==> config.mk <==
export PLATFORM = sky130hd
export DESIGN_NAME = morse_producer_fifo_flat
export DESIGN_NICKNAME = d
export VERILOG_FILES = /design/src/rtl/morse_producer_fifo_if.sv /design/src/rtl/morse_producer_fifo.sv /design/src/flat_wrapper.sv
export SDC_FILE = /design/constraint.sdc
export NUM_CORES = 1
export LEC_CHECK = 0
export ABC_AREA = 1
export ABC_CLOCK_PERIOD_IN_PS = 2250
export CORE_MARGIN = 1
export CORE_UTILIZATION = 32
export CTS_CLUSTER_SIZE = 16
export DETAILED_ROUTE_END_ITERATION = 16
export PLACE_DENSITY = 0.47
export SYNTH_ARGS = -nofsm -noshare
export SYNTH_HDL_FRONTEND = slang
export SYNTH_SLANG_ARGS = --single-unit
export TNS_END_PERCENT = 100
==> constraint.sdc <==
create_clock -name clk -period 2.25 [get_ports clk]
set_input_delay 0.5625 -clock clk [delete_from_list [all_inputs] [get_ports clk]]
set_output_delay 0.5625 -clock clk [all_outputs]
set_load 0.01 [all_outputs]
==> src/rtl/morse_producer_fifo_if.sv <==
// Consumer-side handshake of the Morse producer FIFO:
// head word, valid flag and acknowledge.
interface morse_producer_fifo_if #(
    parameter int W = 10
);
    logic [W-1:0] outputbits;
    logic         sent;
    logic         Ack;

    modport master (output outputbits, output sent, input Ack);
    modport slave  (input outputbits, input sent, output Ack);
endinterface

==> src/rtl/morse_producer_fifo.sv <==
// Morse push-button encoder with timed buzzers and a committed-word FIFO.
// Optional input debounce when MORSE_DEBOUNCE_EN is defined.
module morse_producer_fifo #(
    parameter int MAX_SYMBOLS     = 5,
    parameter int BUZZ_CYCLES     = 8,
    parameter int FIFO_DEPTH      = 4,
    parameter int DEBOUNCE_CYCLES = 4
) (
    input  logic clk,
    input  logic Reset,
    input  logic Dot,
    input  logic Dash,
    input  logic Space,
    input  logic EndSeq,
    input  logic Clear,
    output logic dot_buzzer,
    output logic dash_buzzer,
    output logic spa_end,
    output logic overflow,
    output logic dropped,
    morse_producer_fifo_if.master cq
);
    localparam int W  = 2 * MAX_SYMBOLS;
    localparam int CW = $clog2(MAX_SYMBOLS + 1);
    localparam int BW = $clog2(3 * BUZZ_CYCLES + 1);
    localparam int AW = $clog2(FIFO_DEPTH);
    localparam logic [W-1:0] SEP = {W{1'b1}};

    if (FIFO_DEPTH < 2 || (FIFO_DEPTH & (FIFO_DEPTH - 1)) != 0 ||
        DEBOUNCE_CYCLES < 1) begin : g_bad_param
        $error("morse_producer_fifo: illegal parameter");
    end

    typedef enum logic {IDLE, PEND_SPACE} state_t;

    logic [4:0] btn, s1, rise;
    assign btn = {Clear, EndSeq, Space, Dash, Dot};

`ifdef MORSE_DEBOUNCE_EN
    localparam int DW = $clog2(DEBOUNCE_CYCLES + 1);
    logic [DW-1:0] db_cnt [5];
    logic [4:0]    stable, stable_q;

    always_ff @(posedge clk) begin
        if (!Reset) begin
            s1       <= '0;
            stable_q <= '0;
            for (int i = 0; i < 5; i++) db_cnt[i] <= '0;
        end else begin
            s1       <= btn;
            stable_q <= stable;
            for (int i = 0; i < 5; i++) begin
                if (!s1[i])
                    db_cnt[i] <= '0;
                else if (db_cnt[i] != DW'(DEBOUNCE_CYCLES))
                    db_cnt[i] <= db_cnt[i] + 1'b1;
            end
        end
    end

    always_comb begin
        for (int i = 0; i < 5; i++)
            stable[i] = (db_cnt[i] == DW'(DEBOUNCE_CYCLES));
    end

    assign rise = stable & ~stable_q;
`else
    logic [4:0] s2;

    always_ff @(posedge clk) begin
        if (!Reset) begin
            s1 <= '0;
            s2 <= '0;
        end else begin
            s1 <= btn;
            s2 <= s1;
        end
    end

    assign rise = s1 & ~s2;
`endif

    // Make events mutually exclusive so the decoder below is one-hot.
    logic e_clr, e_end, e_spc, e_dash, e_dot;
    assign e_clr  = rise[4];
    assign e_end  = rise[3] & ~rise[4];
    assign e_spc  = rise[2] & ~|rise[4:3];
    assign e_dash = rise[1] & ~|rise[4:2];
    assign e_dot  = rise[0] & ~|rise[4:1];

    state_t         state, state_n;
    logic [W-1:0]   buf_q, buf_n, push_word;
    logic [CW-1:0]  cnt_q, cnt_n;
    logic           ovf_n, spa_n, push;
    logic           start_dot, start_dash, stop_buzz;

    always_comb begin
        state_n    = state;
        buf_n      = buf_q;
        cnt_n      = cnt_q;
        ovf_n      = overflow;
        spa_n      = 1'b0;
        push       = 1'b0;
        push_word  = buf_q;
        start_dot  = 1'b0;
        start_dash = 1'b0;
        stop_buzz  = 1'b0;
        if (state == PEND_SPACE) begin
            push      = 1'b1;
            push_word = SEP;
            state_n   = IDLE;
        end else begin
            unique case (1'b1)
                e_clr: begin
                    buf_n     = '0;
                    cnt_n     = '0;
                    ovf_n     = 1'b0;
                    stop_buzz = 1'b1;
                end
                e_end: begin
                    spa_n = 1'b1;
                    if (cnt_q != '0) begin
                        push  = 1'b1;
                        buf_n = '0;
                        cnt_n = '0;
                        ovf_n = 1'b0;
                    end
                end
                e_spc: begin
                    spa_n = 1'b1;
                    push  = 1'b1;
                    if (cnt_q == '0) begin
                        push_word = SEP;
                    end else begin
                        buf_n   = '0;
                        cnt_n   = '0;
                        state_n = PEND_SPACE;
                    end
                end
                e_dash, e_dot: begin
                    if (cnt_q < CW'(MAX_SYMBOLS)) begin
                        buf_n      = {buf_q[W-3:0], e_dash, e_dot};
                        cnt_n      = cnt_q + 1'b1;
                        start_dash = e_dash;
                        start_dot  = e_dot;
                    end else begin
                        ovf_n = 1'b1;
                    end
                end
                default: ;
            endcase
        end
    end

    logic [BW-1:0] dot_cnt, dash_cnt;

    always_ff @(posedge clk) begin
        if (!Reset) begin
            state    <= IDLE;
            buf_q    <= '0;
            cnt_q    <= '0;
            overflow <= 1'b0;
            spa_end  <= 1'b0;
            dot_cnt  <= '0;
            dash_cnt <= '0;
        end else begin
            state    <= state_n;
            buf_q    <= buf_n;
            cnt_q    <= cnt_n;
            overflow <= ovf_n;
            spa_end  <= spa_n;
            if (start_dot) begin
                dot_cnt  <= BW'(BUZZ_CYCLES);
                dash_cnt <= '0;
            end else if (start_dash) begin
                dot_cnt  <= '0;
                dash_cnt <= BW'(3 * BUZZ_CYCLES);
            end else if (stop_buzz) begin
                dot_cnt  <= '0;
                dash_cnt <= '0;
            end else begin
                if (dot_cnt != '0)  dot_cnt  <= dot_cnt - 1'b1;
                if (dash_cnt != '0) dash_cnt <= dash_cnt - 1'b1;
            end
        end
    end

    assign dot_buzzer  = (dot_cnt != '0);
    assign dash_buzzer = (dash_cnt != '0);

    logic [W-1:0]  mem [FIFO_DEPTH];
    logic [AW-1:0] wr_ptr, rd_ptr;
    logic [AW:0]   occ;
    logic          full, pop, do_push;

    assign full    = (occ == (AW+1)'(FIFO_DEPTH));
    assign pop     = cq.sent & cq.Ack;
    // A same-cycle pop frees the slot, so a full FIFO still accepts.
    assign do_push = push & (~full | pop);

    always_ff @(posedge clk) begin
        if (do_push) mem[wr_ptr] <= push_word;
    end

    always_ff @(posedge clk) begin
        if (!Reset) begin
            wr_ptr  <= '0;
            rd_ptr  <= '0;
            occ     <= '0;
            dropped <= 1'b0;
        end else begin
            dropped <= push & ~do_push;
            if (do_push) wr_ptr <= wr_ptr + 1'b1;
            if (pop)     rd_ptr <= rd_ptr + 1'b1;
            unique case ({do_push, pop})
                2'b10:   occ <= occ + 1'b1;
                2'b01:   occ <= occ - 1'b1;
                default: ;
            endcase
        end
    end

    assign cq.sent       = (occ != '0);
    assign cq.outputbits = cq.sent ? mem[rd_ptr] : '0;
endmodule

==> src/flat_wrapper.sv <==
// flat-port wrapper written by rule: the top's interface ports become plain ports
module morse_producer_fifo_flat 
#(
    parameter int MAX_SYMBOLS     = 5,
    parameter int BUZZ_CYCLES     = 8,
    parameter int FIFO_DEPTH      = 4,
    parameter int DEBOUNCE_CYCLES = 4
)
  (clk, Reset, Dot, Dash, Space, EndSeq, Clear, dot_buzzer, dash_buzzer, spa_end, overflow, dropped, cq_outputbits, cq_sent, cq_Ack);
  morse_producer_fifo_if #(.W(10)) cq_i ();
  input  logic clk;
  input  logic Reset;
  input  logic Dot;
  input  logic Dash;
  input  logic Space;
  input  logic EndSeq;
  input  logic Clear;
  output logic dot_buzzer;
  output logic dash_buzzer;
  output logic spa_end;
  output logic overflow;
  output logic dropped;
  output wire logic [$bits(cq_i.outputbits)-1:0] cq_outputbits;
  output wire logic [$bits(cq_i.sent)-1:0] cq_sent;
  input wire logic [$bits(cq_i.Ack)-1:0] cq_Ack;
  assign cq_outputbits = cq_i.outputbits;
  assign cq_sent = cq_i.sent;
  assign cq_i.Ack = cq_Ack;
  morse_producer_fifo #(.MAX_SYMBOLS(MAX_SYMBOLS), .BUZZ_CYCLES(BUZZ_CYCLES), .FIFO_DEPTH(FIFO_DEPTH), .DEBOUNCE_CYCLES(DEBOUNCE_CYCLES)) u_core (.clk(clk), .Reset(Reset), .Dot(Dot), .Dash(Dash), .Space(Space), .EndSeq(EndSeq), .Clear(Clear), .dot_buzzer(dot_buzzer), .dash_buzzer(dash_buzzer), .spa_end(spa_end), .overflow(overflow), .dropped(dropped), .cq(cq_i));
endmodule
==> results.yml <==
run_status:
  status: "finished clean"
timing:
  slew_violations: 0
  post-route-period-util_pct: 97.5
  final.setup.worst_slack_ps: 56.8
  hold_viol: 0
  fmax_ghz: 0.456
  setup_viol: 0
  worstMarginPinSlew_ps: 449
  fin_skew_ps: 5.57
  rsz0062_at_grt: "false"
  fin_crit_ps: 2190
  maxSlewHeadroom_pct: 69.8
  hold_ws_ps: 425
clock_network:
  cts.sinks: 86
  holdBufCountCts: 0
  cts_tree: "done"
  clk_latency_ps: 340
  cts_root_buffer: "clkbuf_16"
  clockBufferDepth: 2
  cts_buffers: 9
  path_clk_slew_ps: 70
  cts.htree.levels: 3
route:
  vias: 2631
  wl_um: 7040
  ant_nets: 0
  vias_per_cell: 4.39
  drc: 0
  drt_iter0_drc: 106
  first_pass_iters: 4
  wl_per_cell_um: 11.7
synth:
  synth_area_um2: 3700
  syn-num-nets: 428
  synth-seq-cells: 86
  synthCells: 410
  synth_cell_types: 33
  synth-warning-count: 0
  avgSynthCellArea_um2: 9.03
  yosysSeqAreaShare_pct: 57.3
final_layout:
  num-fill-cells: 1086
  drive_gt1_share_pct: 15.2
  layout_common_cells: "69 x nor2_1, 53 x inv_1, 52 x nand2_1"
  layout.nets: 473
  multi_input_area_um2: 1340
  final_common_cell: "nor2_1"
  syn_to_final_growth_pct: 24.4
  final_util_pct: 41.6
  regArea_um2: 2130
  antenna_cells: 0
hold_path:
  hp-class: "reg2reg"
  hold_depth: 2
critical_path:
  crit_fanout: 3
  r2r_cells: 13
  crit_path_end_kind: "output pin"
  crit_type: "reg2out"
  required_ps: 1690
  arrival_ps: 1630
  worstSetupStartpointType: "register"
power:
  p_per_area_nw_per_um2: 1100
  irDropWorstVdd_uv: 654
  total_power_mw: 5.06
  p_leak_nw: 1.99
floorplan:
  start_util_pct: 33.4
  num_rows: 38
  fp.dieArea_um2: 12000
  boundaryPins: 24
  core_um2: 11100
  die_h_um: 110
  die_w_um: 110
global_route:
  grt_usage_pct: 13.7
  grt_pass1_wl_um: 12100
  grt_max_degree: 21
  grt_pass1_vias: 2501
  gr-total-overflow: 0
  grt_antenna_before_repair: 0
placed_design:
  detailed_place_hpwl_um: 4680
  place_ws_ps: -144
  gp_congestion: 0.725
  io_buffers: 23
run:
  drv_cap: 0
-- cells in the mapped netlist --
master    instances  area share [%]
clkbuf_1         10             1.0
xnor2_1           2            0.47
fa_1              1            0.54
mux2i_1           1            0.27
clkinv_1          2            0.20
nor2_2            1            0.17
o211ai_2          1            0.34
or2_0             1            0.17
a21boi_0          1            0.20
nand3_1          26             3.5
inv_2             2            0.20
edfxtp_1         40              32
dfxtp_1          46              25
nor3_1            6            0.81
nand4_1           3            0.51
o21ai_0          27             3.6
buf_4             2            0.41
buf_6             1            0.30
xor2_1            2            0.47
nand3_2           1            0.27
nor2_1           73             7.4
o21ai_1           1            0.14
ha_1              9             3.0
nor2_8            2             1.1
nand2_4           2            0.61
inv_1            54             5.5
nand2_1          53             5.4
a21oi_1          29             3.9
or2_1             1            0.17
or2_2             2            0.34
nand3b_1          1            0.20
nand2_2           5            0.84
nor2_4            2            0.61
-- layer usage --
metal | share of wire [%] | track usage, % | vias to the layer above
li1 | - | - | 1412
met1 | 49 | 17.2 | 1171
met2 | 45 | 22.4 | 37
met3 | 3.1 | 2.31 | 11
met4 | 2.3 | 7.43 | 0
met5 | 0 | 0 | -
-- through the flow --
step | instances | area, um2 | setup TNS (ps)
4_1_cts | 599 | 4560 | -317
5_1_grt | 600 | 4610 | 0
3_5_place_dp | 579 | 4200 | -144
2_1_floorplan | 410 | 3700 | 0
3_3_place_gp | 579 | 4200 | -103
6_report | 600 | 4610 | 0
-- flip-flops by register name, summed over array words and instances, names as in the netlist, named ones only --
name,count
u_core.rd_ptr,2
u_core.s2,5
u_core.occ,3
u_core.dropped,1
u_core.dash_cnt,5
u_core.s1,5
u_core.overflow,1
u_core.wr_ptr,2
u_core.cnt_q,3
u_core.state,1
u_core.buf_q,10
u_core.dot_cnt,5
u_core.spa_end,1
u_core.mem,40
-- where the power goes --
group          switching, mW  internal (mW)  total [mW]  leakage (nW)
Clock                  0.665          0.892        1.56         0.152
Sequential            0.0867           1.82        1.91         0.750
Combinational          0.878          0.721        1.60          1.09
Total                   1.63           3.43        5.06          1.99
-- path summary, 6_finish.rpt --
path | startpoint | end | slack [ps]
max reg2reg | u_core.occ[1] | u_core.occ[2] | 150
min | u_core.s1[1] | u_core.s2[1] | 420
min reg2reg | u_core.s1[1] | u_core.s2[1] | 420
max | u_core.occ[0] | cq_sent | 60
-- kinds of logic after synthesis --
| family | after synthesis | share of synthesized area (%) |
|---|---|---|
| xor+xnor | 4 | 0.946 |
| compound gates | 59 | 8.24 |
| buf+inv | 71 | 7.60 |
| fa+ha+maj | 10 | 3.58 |
| simple gates | 179 | 22.1 |
| flops | 86 | 57.3 |
| mux | 1 | 0.270 |
-- critical path, stage by stage, from the launching register on --
cell and delay, ps:
dfxtp_2 340, nor2_4 120, nand2_2 110, buf_4 150, buf_4 120, clkdlybuf4s50_1 460
-- repair_timing --
item,4_1_cts,5_1_grt
pin swaps,0,2
buffers inserted,3,1
gates resized for setup,17,15
gates cloned,1,0
setup endpoints to repair,12,6
-- cell type report --
type                       count  area share [%]
multi-input combinational    253            29.0
tap                          140            3.80
timing repair buffer          46            9.24
clock buffer                   9            4.89
sequential                    86            46.2
clock inverter                 7            1.93
inverter                      58            4.81
timing repair inverter         1           0.163
Note: power is estimated with default switching activity, not from simulation.
